## config.mk

```make
export PLATFORM = sky130hd
export DESIGN_NAME = instr_sequencer
export DESIGN_NICKNAME = d
export VERILOG_FILES = /design/src/rtl/instr_sequencer.sv
export SDC_FILE = /design/constraint.sdc
export NUM_CORES = 1
export LEC_CHECK = 0
export CAP_MARGIN = 20
export CORE_ASPECT_RATIO = 0.9
export CORE_UTILIZATION = 55
export CTS_CLUSTER_DIAMETER = 120
export DETAILED_ROUTE_END_ITERATION = 12
export PLACE_DENSITY = 0.74
export SETUP_SLACK_MARGIN = 0.02
export SYNTH_ARGS = -nofsm -noshare
export SYNTH_HDL_FRONTEND = slang
export SYNTH_SLANG_ARGS = --single-unit
```

## constraint.sdc

```tcl
create_clock -name clk -period 4.6 [get_ports clk]
set_input_delay 0.92 -clock clk [delete_from_list [all_inputs] [get_ports clk]]
set_output_delay 0.92 -clock clk [all_outputs]
set_load 0.005 [all_outputs]
```

## src/rtl/instr_sequencer.sv

```systemverilog
`default_nettype none
// ============================================================================
// Module   : instr_sequencer
// Brief    : Issues a stored program of instructions to the control SM with
//            opcode-derived exec hold times. Build option: SEQ_LOOP_EN.
// Revision : 1.0 - initial release
// ============================================================================
module instr_sequencer #(
   parameter int DEPTH   = 16,
   parameter int ADDR_W  = 4,
   parameter int INSTR_W = 11
) (
   input  logic               clk,
   input  logic               rst_n,
   input  logic               prog_we,
   input  logic [ADDR_W-1:0]  prog_addr,
   input  logic [0:INSTR_W-1] prog_data,
   input  logic [ADDR_W:0]    prog_len,
   input  logic               start,
   input  logic               stop,
   output logic               exec,
   output logic [0:INSTR_W-1] instr,
   output logic [ADDR_W-1:0]  pc,
   output logic               busy,
   output logic               done
);

   typedef enum logic [1:0] {
      S_IDLE  = 2'd0,
      S_ISSUE = 2'd1,
      S_GAP   = 2'd2,
      S_DONE  = 2'd3
   } state_t;

   localparam logic [ADDR_W:0]   c_DEPTH   = (ADDR_W+1)'(DEPTH);
   localparam logic [ADDR_W-1:0] c_PC_ZERO = '0;

   state_t             state_q, state_d;
   logic [ADDR_W-1:0]  pc_q, pc_d;
   logic [0:INSTR_W-1] instr_q, instr_d;
   logic [ADDR_W:0]    len_q, len_d;
   logic [2:0]         cnt_q, cnt_d;
   logic               stop_q, stop_d;
   logic [0:INSTR_W-1] mem_q [DEPTH];

   logic               prog_wr_en;
   logic [0:INSTR_W-1] fetch_first;
   logic [ADDR_W-1:0]  pc_inc;
   logic               last_instr;

   // Counter holds (cycles - 1): load and disp get 3 cycles, everything else 5.
   function automatic logic [2:0] hold_init(input logic [0:INSTR_W-1] w);
      logic [2:0] op;
      op = w[0:2];
      return (op == 3'b000 || op == 3'b100) ? 3'd2 : 3'd4;
   endfunction

   assign prog_wr_en  = prog_we && (state_q == S_IDLE || state_q == S_DONE)
                        && ({1'b0, prog_addr} < c_DEPTH);
   // Write-first bypass so a same-edge write to entry 0 is what gets issued.
   assign fetch_first = (prog_wr_en && prog_addr == c_PC_ZERO) ? prog_data : mem_q[c_PC_ZERO];
   assign pc_inc      = pc_q + 1'b1;
   assign last_instr  = ({1'b0, pc_q} == (len_q - 1'b1));

   always_comb begin
      state_d = state_q;
      pc_d    = pc_q;
      instr_d = instr_q;
      len_d   = len_q;
      cnt_d   = cnt_q;
      stop_d  = stop_q;
      case (state_q)
         S_IDLE: begin
            stop_d = 1'b0;
            if (start) begin
               len_d = (prog_len > c_DEPTH) ? c_DEPTH : prog_len;
               if (prog_len == '0) begin
                  state_d = S_DONE;
               end else begin
                  state_d = S_ISSUE;
                  pc_d    = c_PC_ZERO;
                  instr_d = fetch_first;
                  cnt_d   = hold_init(fetch_first);
               end
            end
         end
         S_ISSUE: begin
            stop_d = stop_q | stop;
            if (cnt_q == 3'd0) state_d = S_GAP;
            else               cnt_d   = cnt_q - 3'd1;
         end
         S_GAP: begin
            stop_d = stop_q | stop;
            if (stop_q || stop) begin
               state_d = S_DONE;
            end else if (last_instr) begin
`ifdef SEQ_LOOP_EN
               state_d = S_ISSUE;
               pc_d    = c_PC_ZERO;
               instr_d = mem_q[c_PC_ZERO];
               cnt_d   = hold_init(mem_q[c_PC_ZERO]);
`else
               state_d = S_DONE;
`endif
            end else begin
               state_d = S_ISSUE;
               pc_d    = pc_inc;
               instr_d = mem_q[pc_inc];
               cnt_d   = hold_init(mem_q[pc_inc]);
            end
         end
         S_DONE: begin
            state_d = S_IDLE;
         end
         default: begin
            state_d = S_IDLE;
         end
      endcase
   end

   always_ff @(posedge clk or negedge rst_n) begin
      if (!rst_n) begin
         state_q <= S_IDLE;
         pc_q    <= '0;
         instr_q <= '0;
         len_q   <= '0;
         cnt_q   <= '0;
         stop_q  <= 1'b0;
      end else begin
         state_q <= state_d;
         pc_q    <= pc_d;
         instr_q <= instr_d;
         len_q   <= len_d;
         cnt_q   <= cnt_d;
         stop_q  <= stop_d;
      end
   end

   // Program store is deliberately left out of reset.
   always_ff @(posedge clk) begin
      if (prog_wr_en) mem_q[prog_addr] <= prog_data;
   end

   assign exec  = (state_q == S_ISSUE);
   assign busy  = (state_q == S_ISSUE) || (state_q == S_GAP);
   assign done  = (state_q == S_DONE);
   assign instr = instr_q;
   assign pc    = pc_q;

endmodule
`default_nettype wire

```

Word-level counts from Yosys, hierarchy flattened
Memories as Yosys holds them, arrays and structs flattened.
Cells that the tools add are included.
{"block": "totals", "ff_bits": 26, "latchBits": 0, "mem_bits_rw": 176, "romBits": 0, "input_bits": 25, "wordCells": 74, "n_memories": 1}
{"block": "classes", "add_sub_neg": 3, "multipliers": 0, "div_mod_pow": 0, "magnitude_cmp": 1, "n_eq_ne": 12, "shift": 0, "muxes": 29, "bitwise": 1, "n_reduce_logical": 21}
{"name": "mem_q", "words": 16, "width": 11, "read_ports": 2, "rd_ports_with_merged_regs": 0, "wr": 1, "line_no": "44", "text": "logic [0:INSTR_W-1] mem_q [DEPTH];"}
{"operator": "$mux W11", "count": 5}
{"operator": "$pmux W11 S2", "count": 1}
{"operator": "$mux W3", "count": 7}
{"operator": "$mux W4", "count": 4}
{"operator": "$mux W2", "count": 5}
{"operator": "$ne A2 B2 Y1 const B", "count": 5}
{"operator": "$logic_not A3 Y1", "count": 3}
{"operator": "$pmux W3 S3", "count": 1}
{"operator": "$pmux W2 S4", "count": 1}
{"operator": "$pmux W4 S2", "count": 1}
{"operator": "$eq A3 B3 Y1 const B", "count": 2}
{"operator": "$reduce_and A6 Y1", "count": 1}
{"operator": "$eq A4 B5 Y1", "count": 1}
{"operator": "$gt A5 B5 Y1 const B", "count": 1}
{"operator": "$logic_not A5 Y1", "count": 1}
{"operator": "$logic_or A1 B1 Y1", "count": 5}
{"operator": "$mux W5", "count": 1}
{"operator": "$reduce_and A5 Y1", "count": 1}
{"operator": "$sub A5 B1 Y5 const B", "count": 1}
{"operator": "$add A4 B1 Y4 const B", "count": 1}
{"operator": "$eq A2 B2 Y1 const B", "count": 2}
{"operator": "$logic_not A4 Y1", "count": 1}
{"operator": "$reduce_and A2 Y1", "count": 2}
{"operator": "$reduce_bool A2 Y1", "count": 2}
{"operator": "10 further kinds", "count": 12}

Longest topological paths before layout
Gate-level depths: netlist (run 1).
{"block": "logic_depth", "depth_word": 11, "depth_mapped": 10, "ltp_nobuf": 8}

Worst setup path before layout (run 1)
No wires, ideal clock.
{"block": "synth_timing", "path_kind": "input to register", "start": "input prog_addr[3]", "end": "register cnt_q[2]", "arrival_time_ns": 2.674, "setup_slack_ns": 1.832, "path_stages": 7, "path_cell_list": "or4b_4 > or3_1 > buf_2 > inv_1 > o311ai_2 > and3b_1 > a211oi_1"}
{"block": "synth_between", "elab_chain_len": 9}
{"item": "start, declared", "line_no": "16", "text": "input logic [ADDR_W-1:0] prog_addr,"}
{"item": "$logic_not A4 Y1 (*)", "line_no": "61", "text": "assign fetch_first = (prog_wr_en && prog_addr == c_PC_ZERO) ? prog_data : mem_q[c_PC_ZERO];"}
{"item": "$logic_and A1 B1 Y1 (*)", "line_no": "61"}
{"item": "$mux W11 (*)", "line_no": "61"}
{"item": "$eq A3 B3 Y1 / $logic_not A3 Y1 (equally long branches)", "line_no": "55", "text": "return (op == 3'b000 || op == 3'b100) ? 3'd2 : 3'd4;"}
{"item": "$logic_or A1 B1 Y1 (*)", "line_no": "55"}
{"item": "$mux W3 (*)", "line_no": "55"}
{"item": "$mux W3 (*)", "line_no": "77", "text": "if (prog_len == '0) begin"}
{"item": "$mux W3 (*)", "line_no": "75", "text": "if (start) begin"}
{"item": "$pmux W3 S3 (*)", "line_no": "72", "text": "case (state_q)"}
{"item": "end signal, assigned", "line_no": "134", "text": "cnt_q <= cnt_d;"}
{"item": "end, declared", "line_no": "42", "text": "logic [2:0] cnt_q, cnt_d;"}
Every way passes the cells marked *; elsewhere a longest branch is shown, timed or not. The select of a mux whose other input is x is not followed.
A chain may end at the register's enable or synchronous reset.

Worst setup path in the final report (run 1)
{"block": "layout_timing", "start": "register state_q[0]", "end": "register cnt_q[2]"}
{"block": "layout_between", "elab_chain_len": 11}
{"item": "start, declared", "line_no": "38", "text": "state_t state_q, state_d;"}
{"item": "start signal, assigned", "line_no": "130", "text": "state_q <= state_d;"}
{"item": "$eq A2 B2 Y1 / $logic_not A2 Y1 (equally long branches)", "line_no": "58, 72"}
{"item": "$logic_or A1 B1 Y1", "line_no": "58", "text": "assign prog_wr_en = prog_we && (state_q == S_IDLE || state_q == S_DONE)"}
{"item": "$logic_and A1 B1 Y1", "line_no": "58"}
{"item": "$logic_and A1 B1 Y1", "line_no": "61"}
{"item": "$mux W11", "line_no": "61"}
{"item": "$eq A3 B3 Y1 / $logic_not A3 Y1 (equally long branches)", "line_no": "55"}
{"item": "$logic_or A1 B1 Y1", "line_no": "55"}
{"item": "$mux W3", "line_no": "55"}
{"item": "$mux W3", "line_no": "77"}
{"item": "$mux W3", "line_no": "75"}
{"item": "$pmux W3 S3", "line_no": "72"}
Several ways; a longest one is shown, not always the timed one. The select of a mux whose other input is x is not followed.

==> impl_metrics.json, run 1 <==
{
  "vias": 4393,
  "timing.fmax_mhz": 323.7,
  "fin_crit_ns": 3.089,
  "status": "finished clean",
  "grt_setup_unrepaired": "false",
  "ctsResizeCount": 0,
  "drc_errors": 0,
  "synth_area_um2": 8414,
  "io_pins": 43,
  "firstDrtPassIters": 4,
  "hp-start": "instr[9]$_DFFE_PN0P_",
  "dieArea_um2": 15800,
  "dp.cells": 690,
  "ant_nets": 0,
  "n_antenna_cell": 0,
  "post-dp-hpwl_mm": 10.81,
  "cp_top_family": "simple AND/OR/NAND/NOR gates",
  "hp-class": "register to register",
  "die_w_um": 132.4,
  "final_util": 0.6605,
  "yosysWarnings": 0,
  "critPathMostFrequentCell": "or3_1",
  "finalSetupViolations": 0,
  "pre_cts_ws_ns": 1.014,
  "clk_latency_ns": 0.50,
  "cp_data_required_time_ns": 4.98,
  "synth_edf_count": 176,
  "layout.cells.non_filler": 728,
  "synth-main-ff-cell": "edfxtp_1",
  "drive_gt1_frac": 0.2302,
  "cts_tree": "built",
  "wl_per_cell_um": 24.34,
  "ys_seq_area_frac": 0.7054,
  "relSlewSlack": 0.3334,
  "worstSetupEndpointType": "register",
  "num_rows": 42,
  "p_per_area_nw_per_um2": 553.8,
  "place_congestion": 0.7739,
  "whs_path_depth": 1,
  "hold_buffers": 0,
  "worst_r2r_endpoint": "cnt_q[2]$_DFFE_PN0P_",
  "setup_slack_ns": 1.511,
  "r2r-start": "state_q[0]$_DFFE_PN0P_",
  "whs_endpoint": "instr[9]$_DFFE_PN0P_",
  "antenna_found_initial": 0,
  "skew_ns": 0.01301,
  "synthTopCellsByArea": "edfxtp_1 (63%), mux4_2 (14%), dfrtp_1 (7.7%), mux2i_1 (2.3%), ha_1 (1.3%)",
  "postPlaceCellArea_um2": 9164,
  "synthArstFlopShare": 0.1287,
  "cts_setup_buffers": 0,
  "clockBufferDepth": 3,
  "drt-total-wl_mm": 17.72,
  "final_area_um2": 9788,
  "critical_path.max_stage_delay_ns": 0.67,
  "synth_cells": 448,
  "start_util": 0.5678,
  "area.growth.synth_to_final_pct": 16.33,
  "slew_viol_final": 0,
  "synth.distinct_cells": 45,
  "overflow": 0,
  "htreeDepth": 1,
  "layout.nets": 549,
  "worst-path-max-fanout": 13,
  "core-area_um2": 14820,
  "fin_crit_sh": 0.6716,
  "worstMarginPinSlew_ns": 0.9966,
  "crit_chain": "inv_1 -> ha_1 -> or4b_4 -> or3_1 -> or3_1 -> o311ai_2 -> and3b_1 -> a211oi_1",
  "cp.arrival_ns": 3.47,
  "cp-start-kind": "register",
  "r2r_slack_ns": 1.51,
  "grt_max_degree": 41,
  "grt_pass1_vias": 4502,
  "worst-path-buf-inv": 1,
  "r2r_cells": 8,
  "cts_root_buf": "clkbuf_16",
  "avgViaCountPerCell": 6.034,
  "finalSetupTns_ns": 0,
  "clk_pin_slew_ns": 0.06,
  "setup.worst_path.start": "state_q[0]$_DFFE_PN0P_",
  "grt_usage": 0.2368,
  "slowest_stage": "or3_1",
  "first_iter_violations": 447,
  "worstSetupPathType": "register to register",
  "power.total_mw": 5.421,
  "synth-seq-cells": 202,
  "synth_top_area_frac": 0.6281,
  "syn_nets": 482,
  "port_buffers": 42,
  "fin_hold_ws_ns": 0.5134,
  "max_cap_violations": 0,
  "fp.dieH_um": 119.3,
  "hold_viol": 0,
  "syn_area_per_cell_um2": 18.78,
  "clock_sinks": 202,
  "synth_top_area_cell": "edfxtp_1",
  "numCtsBuffers": 21,
  "ir_drop_mv": 0.3564,
  "grt_pass1_wl_mm": 27.01,
  "leakage_nw": 3.377
}
[where the power goes]
| group | internal (mW) | switching [mW] |
|---|---|---|
| Clock | 0.892 | 0.659 |
| Sequential | 2.15 | 0.114 |
| Combinational | 0.829 | 0.777 |
| Total | 3.87 | 1.55 |
[cells in the mapped netlist (all sizes together), types with 2 or more instances]
master and instances:
mux2 12, mux4 53, nand2b 8, clkbuf 9, o21ai 18, o211ai 2
nand3 4, nand2 19, buf 9, or3 2, a211oi 3, xor2 3
nor2 23, edfxtp 176, xnor2 5, nor3 5, nand4 3, mux2i 19
o311ai 2, a21oi 7, inv 16, ha 9, dfrtp 26
[layout by cell type, fill, tap and decap left out, drive strengths merged, types with 7 or more instances in the layout]
| master | count |
|---|---|
| a21oi | 7 |
| buf | 20 |
| clkbuf | 25 |
| clkdlybuf4s50 | 42 |
| clkinv | 11 |
| dfrtp | 26 |
| edfxtp | 176 |
| ha | 9 |
| inv | 17 |
| mux2 | 12 |
| mux2i | 19 |
| mux4 | 53 |
| nand2 | 19 |
| nand2b | 8 |
| nor2 | 23 |
| o21ai | 18 |
[layout make-up]
cell class	count	area, um^2
clock inverters	13	83.83
inverters	16	60.06
clock buffers	25	540.5
multi-input cells	212	2349
fillers	1008	5031
well taps	198	247.7
flip-flops and latches	202	5937
repair buffers	62	570.5
[layer usage]
layer / global-route usage / wire length [um]
met3: 0.05534 / 1348
met1: 0.3208 / 7091
met4: 0.08908 / 654
met2: 0.3780 / 8621
met5: 0 / 0
[logic make-up after synthesis]
family	synth area share
AOI/OAI and AO/OA	0.03138
xor gates and xnor gates	0.008327
adders and majority gates	0.01338
buffers and inverters	0.01933
DFF	0.7054
muxes	0.1810
and+or+nand+nor	0.04119
[how the worst max path moves through the flow]
| stage | slack (ns) | cells after the start | end |
|---|---|---|---|
| 2_1_floorplan | 1.83 | 7 | cnt_q[2]$_DFFE_PN0P_ |
| 3_5_place_dp | 1.01 | 7 | cnt_q[2]$_DFFE_PN0P_ |
| 3_3_place_gp | 1.06 | 7 | cnt_q[2]$_DFFE_PN0P_ |
| 6_report | 1.51 | 8 | cnt_q[2]$_DFFE_PN0P_ |
| 5_1_grt | 1.34 | 8 | cnt_q[2]$_DFFE_PN0P_ |
| 4_1_cts | 1.50 | 8 | cnt_q[2]$_DFFE_PN0P_ |
[state kept, by name, indices dropped and copies added, names as in the netlist]
signal	count
cnt_q	3
state_q	2
len_q	5
stop_q	1
instr	11
pc	4
mem_q	176
Power figures use the tool's default switching activity.
==> run 2: changes to the inputs <==
Settings changed: CORE_UTILIZATION 55 to 54, PLACE_DENSITY 0.74 to 0.76.
Clock period 4.6 ns to 2.74 ns, I/O delays scaled along.
==> run 2 against run 1 <==
  * Final area grew 3.4%
  * Highest routed layer unchanged
  * Via count increased by 4.6%
  * Critical path depth did not move
  * Clock-buffer cell count rose by 1
  * Total power increased by 77%
  * Largest power group unchanged
  * Utilization is 1.5 points higher
  * Setup slack lost 1.4 ns
==> impl_metrics.json, run 2 (synthesized netlist as in run 1, its figures left out) <==
{
  "slew_viol_final": 0,
  "cp_top_family": "simple AND/OR/NAND/NOR gates",
  "status": "finished clean",
  "worstMarginPinSlew_ns": 0.5733,
  "fp.dieH_um": 120.4,
  "power.total_mw": 9.585,
  "ant_nets": 0,
  "relSlewSlack": 0.6166,
  "switching_share": 0.2803,
  "r2r-start": "state_q[0]$_DFFE_PN0P_",
  "cp_data_required_time_ns": 3.13,
  "skew_ns": 0.01034,
  "pre_cts_ws_ns": -0.1244,
  "dp.cells": 718,
  "clk_pin_slew_ns": 0.06,
  "max_cap_violations": 0,
  "final_area_um2": 10120,
  "die_w_um": 133.6,
  "final_common_cell": "edfxtp_1",
  "regMostFlops": "mem_q",
  "grt_max_degree": 42,
  "clock_sinks": 202,
  "grt_pass1_vias": 4831,
  "cp.arrival_ns": 3.00,
  "finalSetupViolations": 0,
  "start_util": 0.5618,
  "grt_setup_unrepaired": "false",
  "antenna_found_initial": 0,
  "area.growth.synth_to_final_pct": 20.30,
  "pwr-share-comb": 0.305,
  "hold_buffers": 0,
  "top_usage_layer": "met2",
  "port_buffers": 42,
  "postPlaceCellArea_um2": 9417,
  "post-dp-hpwl_mm": 11.24,
  "grtUsageMet2": 0.3971,
  "layout.nets": 577,
  "timing.fmax_mhz": 382.2,
  "slowest_stage": "or4b_4",
  "overflow": 0,
  "worstSetupPathType": "register to register",
  "worst-path-buf-inv": 1,
  "critical_path.max_stage_delay_ns": 0.56,
  "power.switching_mw": 2.687,
  "worst_r2r_endpoint": "cnt_q[2]$_DFFE_PN0P_",
  "layout.cells.non_filler": 755,
  "crit_chain": "inv_1 -> ha_1 -> or4b_4 -> or3_4 -> or3_1 -> o311ai_2 -> and3b_1 -> a211oi_1",
  "hp-class": "primary input to async pin",
  "fin_crit_ns": 2.617,
  "ctsResizeCount": 1,
  "firstDrtPassIters": 5,
  "worst-path-max-fanout": 5,
  "htreeDepth": 1,
  "n_antenna_cell": 0,
  "avgViaCountPerCell": 6.086,
  "clockBufferDepth": 3,
  "io_pins": 43,
  "p_per_area_nw_per_um2": 946.9,
  "num_rows": 42,
  "cts_tree": "built",
  "grt_usage": 0.2392,
  "dieArea_um2": 16090,
  "clk_latency_ns": 0.50,
  "seq_power_share": 0.393,
  "drive_gt1_frac": 0.2765,
  "r2r_slack_ns": 0.12,
  "fin_crit_sh": 0.9550,
  "fin_hold_ws_ns": 0.4339,
  "layout_common_cells": "edfxtp_1 (176), mux4_2 (53), buf_4 (44)",
  "first_iter_violations": 369,
  "cp-start-kind": "register",
  "use_met3": 0.03732,
  "clock_power_share": 0.302,
  "grt_pass1_wl_mm": 28.11,
  "cp_num_cells": 8,
  "cts_root_buf": "clkbuf_16",
  "drt-total-wl_mm": 18.17,
  "hold_viol": 0,
  "core-area_um2": 14980,
  "r2r_cells": 8,
  "vias": 4595,
  "p_int_mw": 6.898,
  "drc_errors": 0,
  "worstSetupEndpointType": "register",
  "numCtsBuffers": 21,
  "setup_slack_ns": 0.1232,
  "leakage_nw": 3.566,
  "gr-usage-met1": 0.3319,
  "num-fill-cells": 1007,
  "ir_drop_mv": 0.7784,
  "place_congestion": 0.8165,
  "wl_per_cell_um": 24.06,
  "largest_register_ff_count": 176,
  "cts_setup_buffers": 0
}
## run 2: changes by cell type in the layout (fill, tap and decap cells not counted), moves of 2 or more
cell / change
buf_4: +24
nor2_1: +3
clkinv_1: -6
nor2_2: -3
clkinvlp_4: +2
buf_12: +4
bufinv_16: +2
clkbuf_8: +2
## run 2: cell type report
type	instances	area, um^2	share of cell area
clock buffers	26	564.3	0.05575
repair buffers	90	830.8	0.08208
multi-input cells	212	2346	0.2318
clock inverters	11	136.4	0.01347
inverters	16	60.06	0.005933
well taps	198	247.7	0.02447
flip-flops and latches	202	5937	0.5865
## run 2: how the worst max path moves through the flow
stage                      startpoint                   end  slack (ns)
2_1_floorplan  state_q[0]$_DFFE_PN0P_  cnt_q[2]$_DFFE_PN0P_        0.06
3_3_place_gp             prog_addr[3]  cnt_q[2]$_DFFE_PN0P_       -0.06
3_5_place_dp             prog_addr[3]  cnt_q[2]$_DFFE_PN0P_       -0.12
4_1_cts        state_q[0]$_DFFE_PN0P_  instr[3]$_DFFE_PN0P_        0.11
5_1_grt        state_q[0]$_DFFE_PN0P_  cnt_q[2]$_DFFE_PN0P_        0.04
6_report       state_q[0]$_DFFE_PN0P_  cnt_q[2]$_DFFE_PN0P_        0.12
## run 2: stage by stage
| step | util | TNS [ns] |
|---|---|---|
| after floorplan | - | 0 |
| after global placement | 0.6287 | -0.2605 |
| after detailed placement | 0.6287 | -0.8408 |
| after CTS | 0.6759 | 0 |
| after global routing | 0.6759 | 0 |
| final | 0.6759 | 0 |
## run 2: power by group through the flow
stage / combinational [mW] / sequential [mW] / clock (mW)
final: 2.93 / 3.77 / 2.89
after global routing: 3.18 / 3.79 / 3.02
after CTS: 2.94 / 3.77 / 2.92
after detailed placement: 2.93 / 3.83 / 0
after global placement: 2.85 / 3.81 / 0
after floorplan: 1.91 / 3.80 / 0
## run 2: metal layers
metal,part of all wire,vias to the layer above
met5,0,-
met4,0.023,0
met3,0.074,35
met2,0.50,187
met1,0.41,2394
li1,-,1979
